[src/rtl/stream_padding.sv]
// Streams K channel-major planes of H x W pixels and surrounds each plane with a
// PAD-pixel border of PAD_VALUE, over valid/ready with a registered output stage.
module stream_padding #(
  parameter int unsigned DATA_WIDTH = 16,
  parameter int unsigned K          = 1,
  parameter int unsigned H          = 1,
  parameter int unsigned W          = 1,
  parameter int unsigned PAD        = 1,
  parameter logic [DATA_WIDTH-1:0] PAD_VALUE = '0
) (
  input  logic                  clk,
  input  logic                  rst_n,
  input  logic [DATA_WIDTH-1:0] in_data,
  input  logic                  in_valid,
  output logic                  in_ready,
  output logic [DATA_WIDTH-1:0] out_data,
  output logic                  out_valid,
  input  logic                  out_ready,
  output logic                  out_eop,
  output logic                  out_last,
  output logic                  busy
);

  localparam int unsigned OW = W + 2 * PAD;
  localparam int unsigned OH = H + 2 * PAD;
  localparam int unsigned CW = (OW > 1) ? $clog2(OW) : 1;
  localparam int unsigned RW = (OH > 1) ? $clog2(OH) : 1;
  localparam int unsigned KW = (K > 1) ? $clog2(K) : 1;

  typedef enum logic {IDLE, RUN} state_t;

  state_t                state, state_d;
  logic [CW-1:0]         col, col_d;
  logic [RW-1:0]         row, row_d;
  logic [KW-1:0]         ch, ch_d;
  logic [DATA_WIDTH-1:0] data_d;
  logic                  valid_d, eop_d, last_d;
  logic                  load, step, border;
  logic                  col_end, row_end, ch_end;

  // Border test; with no padding every position is interior.
  generate
    if (PAD == 0) begin : g_nopad
      assign border = 1'b0;
    end else begin : g_pad
      assign border = (32'(row) < PAD) || (32'(row) >= H + PAD) ||
                      (32'(col) < PAD) || (32'(col) >= W + PAD);
    end
  endgenerate

  assign col_end = (col == CW'(OW - 1));
  assign row_end = (row == RW'(OH - 1));
  assign ch_end  = (ch == KW'(K - 1));
  assign load    = !out_valid || out_ready;
  assign busy    = (state == RUN);

  always_ff @(posedge clk or negedge rst_n) begin
    if (!rst_n) begin
      state     <= IDLE;
      col       <= '0;
      row       <= '0;
      ch        <= '0;
      out_data  <= '0;
      out_valid <= 1'b0;
      out_eop   <= 1'b0;
      out_last  <= 1'b0;
    end else begin
      state     <= state_d;
      col       <= col_d;
      row       <= row_d;
      ch        <= ch_d;
      out_data  <= data_d;
      out_valid <= valid_d;
      out_eop   <= eop_d;
      out_last  <= last_d;
    end
  end

  // RUN is only entered once a pixel is waiting, so border never outruns data.
  always_comb begin
    state_d  = state;
    col_d    = col;
    row_d    = row;
    ch_d     = ch;
    data_d   = out_data;
    valid_d  = out_valid;
    eop_d    = out_eop;
    last_d   = out_last;
    in_ready = 1'b0;
    step     = 1'b0;
    case (state)
      IDLE: begin
        if (in_valid) state_d = RUN;
      end
      RUN: begin
        in_ready = load && !border;
        step     = load && (border || in_valid);
        if (step) begin
          valid_d = 1'b1;
          data_d  = border ? PAD_VALUE : in_data;
          eop_d   = col_end && row_end;
          last_d  = col_end && row_end && ch_end;
          if (col_end) begin
            col_d = '0;
            if (row_end) begin
              row_d = '0;
              if (ch_end) begin
                ch_d    = '0;
                state_d = IDLE;
              end else begin
                ch_d = ch + KW'(1);
              end
            end else begin
              row_d = row + RW'(1);
            end
          end else begin
            col_d = col + CW'(1);
          end
        end
      end
      default: state_d = IDLE;
    endcase
    // Drained with nothing new to load: output register empties.
    if (!step && out_ready) begin
      valid_d = 1'b0;
      eop_d   = 1'b0;
      last_d  = 1'b0;
    end
  end

endmodule
[config.mk]
export PLATFORM = sky130hd
export DESIGN_NAME = stream_padding
export DESIGN_NICKNAME = d
export VERILOG_FILES = /design/src/rtl/stream_padding.sv
export SDC_FILE = /design/constraint.sdc
export NUM_CORES = 1
export LEC_CHECK = 0
export CAP_MARGIN = 30
export CORE_UTILIZATION = 44
export CTS_CLUSTER_SIZE = 14
export DETAILED_ROUTE_END_ITERATION = 12
export PLACE_DENSITY = 0.82
export SETUP_SLACK_MARGIN = 0.1
export SLEW_MARGIN = 20
export SYNTH_ARGS = -nofsm -noshare
export SYNTH_HDL_FRONTEND = slang
export SYNTH_SLANG_ARGS = --single-unit
[constraint.sdc]
create_clock -name clk -period 3.95 [get_ports clk]
set_input_delay 0.395 -clock clk [delete_from_list [all_inputs] [get_ports clk]]
set_output_delay 0.395 -clock clk [all_outputs]
set_load 0.03 [all_outputs]
==> impl_metrics.py <==
metrics = {
    "run_status": {
        "status": "finished clean",
    },
    "clock_network": {
        "cts_setup_buffers": 0,
        "cts_hold_buf": 0,
        "path_clk_slew_ns": 0.13,
        "clockBufferDepth": 2,
        "root_buffer": "clkbuf_4",
        "htree_levels": 1,
        "cts_tree": "built",
        "clock-sinks": 23,
        "worstSkewPairLatency_ns": 0.32,
        "cts_resized": 0,
        "numCtsBuffers": 3,
    },
    "detailed_routing": {
        "dr.first_iter.drc_count": 12,
        "avgViaCountPerCell": 5.40,
        "ant_nets": 0,
        "wirelength_um": 2030,
        "first_pass_iters": 4,
        "wl_per_cell_um": 14.8,
        "drc_errors": 0,
        "num_vias": 740,
    },
    "floorplanning": {
        "die_y_um": 49.4,
        "core_mm2": 0.00204,
        "initial_utilization_pct": 48.3,
        "die_w_um": 49.4,
        "row_count": 16,
        "io_pins": 41,
        "dieArea_mm2": 0.00244,
    },
    "critical_path": {
        "critical_path.max_stage_delay_ns": 0.71,
        "critPathSlowestCell": "clkdlybuf4s50_1",
        "r2r_slack_ns": 2.38,
        "cp.required_ns": 3.56,
        "timing.rr.start": "row[1]",
        "cp.arrival_ns": 1.93,
        "cp_cell_sequence": "nand4bb_4, nor3_1, clkdlybuf4s50_1",
        "regToRegEndpoint": "out_data[10]",
        "reg2regPathDepth": 3,
        "path_class": "reg -> out",
        "cp_max_fo": 5,
        "startpoint_type": "flip-flop",
        "cp-end-kind": "primary output",
    },
    "synth": {
        "ys.flop_type": "dfrtp_1",
        "synth.area.top_cells": "dfrtp_1 58%, a22o_2 16%, nand4bb_4 2.8%",
        "synth.top_cell.area_share_pct": 58.3,
        "ys_warn_count": 0,
        "yosysSeqAreaShare_pct": 58.3,
        "syn_nets": 89,
        "synth_edf_count": 0,
        "synthCells": 69,
        "ys_seq_elements": 23,
        "synth_top_area_cell": "dfrtp_1",
        "synth_common_cells": "23 x dfrtp_1, 16 x a22o_2, 3 x nor2_1",
        "synth_async_sr_flop_share_pct": 100,
        "synth_area_um2": 987,
        "ys_types": 25,
        "avgSynthCellArea_um2": 14.3,
        "yosysMostFrequentCell": "dfrtp_1",
    },
    "global_route": {
        "grt_pass1_wl_um": 3310,
        "use_met3_pct": 5.30,
        "grt_overflow": 0,
        "busiest_layer": "met2",
        "grt_pass1_vias": 727,
        "grt_use_met2_pct": 30.4,
        "grt_usage_pct": 18.8,
        "grt_max_degree": 19,
        "grt_use_met1_pct": 21.3,
        "antenna_found_initial": 0,
    },
    "place": {
        "dp.cells": 133,
        "io_buffers": 40,
        "hpwl_um": 1500,
        "post-place-ws_ns": 1.69,
        "gp_congestion": 0.800,
    },
    "timing": {
        "setup_slack_ns": 1.63,
        "finalCritPeriodShare_pct": 58.8,
        "hold_viol_final": 0,
        "slew_headroom_pct": 59.5,
        "setup_viol": 0,
        "setup_tns_ns": 0,
        "rsz0062_at_grt": "false",
        "max_freq_mhz": 431,
        "slew_viol_final": 0,
        "finalCriticalPeriod_ns": 2.32,
        "worst_pin_slew_ns": 0.605,
        "clock_skew_ns": 0.00871,
    },
    "layout": {
        "nets": 131,
        "drive_gt1_share_pct": 26.4,
        "n_antenna_cell": 0,
        "final_cells": 137,
        "synthToLayoutAreaGrowth_pct": 44.7,
    },
    "power": {
        "power_density_mw_per_mm2": 478,
        "p_leak_nw": 0.627,
        "ir_drop_v": 0.000277,
    },
    "flow_run": {
        "max_cap_violations": 0,
    },
    "hold_path": {
        "holdCritPathClass": "in -> async",
    },
}
-- sequential cells by signal, summed over array words and instances, names as in the netlist --
register   flops
out_data      16
out_valid      1
out_eop        1
busy           1
row            2
col            2
-- per-layer routing --
| metal | up-vias | wire [um] |
|---|---|---|
| met5 | - | 0 |
| met4 | 0 | 46 |
| met3 | 5 | 124 |
| met2 | 31 | 1000 |
| met1 | 361 | 851 |
| li1 | 343 | - |
-- how the worst max path moves through the flow --
stage | depth (start not counted) | startpoint | end | slack, ns
after floorplan | 3 | busy | in_ready | 2.05
after global placement | 4 | out_ready | in_ready | 1.65
after detailed placement | 4 | out_ready | in_ready | 1.69
after CTS | 3 | row[1] | in_ready | 1.61
after global routing | 3 | row[1] | in_ready | 1.51
final | 3 | row[1] | in_ready | 1.63
-- power by group --
group | switching, mW | internal, mW | total, mW
combinational | 0.127 | 0.126 | 0.254
sequential | 0.0422 | 0.276 | 0.318
clock | 0.0723 | 0.0380 | 0.110
-- cell usage in the layout (no fill, tap or decap) --
master / instances
and2b_2: 1
nor3_4: 1
o21a_1: 1
nand2b_1: 1
nand4_1: 1
clkdlybuf4s50_1: 40
buf_8: 1
nor2_1: 3
o31ai_1: 1
clkinv_2: 1
a21bo_2: 1
nor2b_1: 2
a22o_2: 16
a21oi_1: 1
nand3_1: 1
a311o_1: 1
nor3_1: 1
dfrtp_1: 23
inv_1: 2
nand4bb_4: 1
and4bb_2: 1
clkbuf_4: 3
o21ai_0: 2
o211ai_4: 1
nand2_1: 1
mux2_2: 2
-- layout make-up --
class / count / area [um^2]
flip-flops and latches: 23 / 576
inverters: 2 / 7.51
clock inverters: 1 / 5.00
multi-input cells: 40 / 369
clock buffers: 3 / 22.5
well taps: 27 / 33.8
repair buffers: 41 / 415
fillers: 165 / 613
-- metrics by stage --
stage               instance area (um^2)  total power [mW]  util [%]  hold slack [ns]
floorplan                            987             0.485         -           0.0994
global placement                    1390             0.568      67.9            0.489
detailed placement                  1400             0.578      68.6            0.490
CTS                                 1430             0.690      70.0            0.384
global route                        1430             0.717      70.0            0.399
finish                              1430             0.682      70.0            0.388
-- critical path: cells and delay by family (launching register included) --
kind | cells | cell delay [ns]
AND/OR/NAND/NOR | 2 | 0.47
buffers and inverters | 1 | 0.71
flip-flops | 1 | 0.44
-- kinds of logic (layout without fill, tap and decap cells) --
family                 Yosys count  after routing  share of synthesized area [%]
AO/OA/AOI/OAI                   24             24                           23.4
flip-flops                      23             23                           58.3
multiplexers                     2              2                           2.28
buffers and inverters            6             47                           4.31
AND/OR/NAND/NOR                 14             14                           11.7
Power figures use the tool's default switching activity.
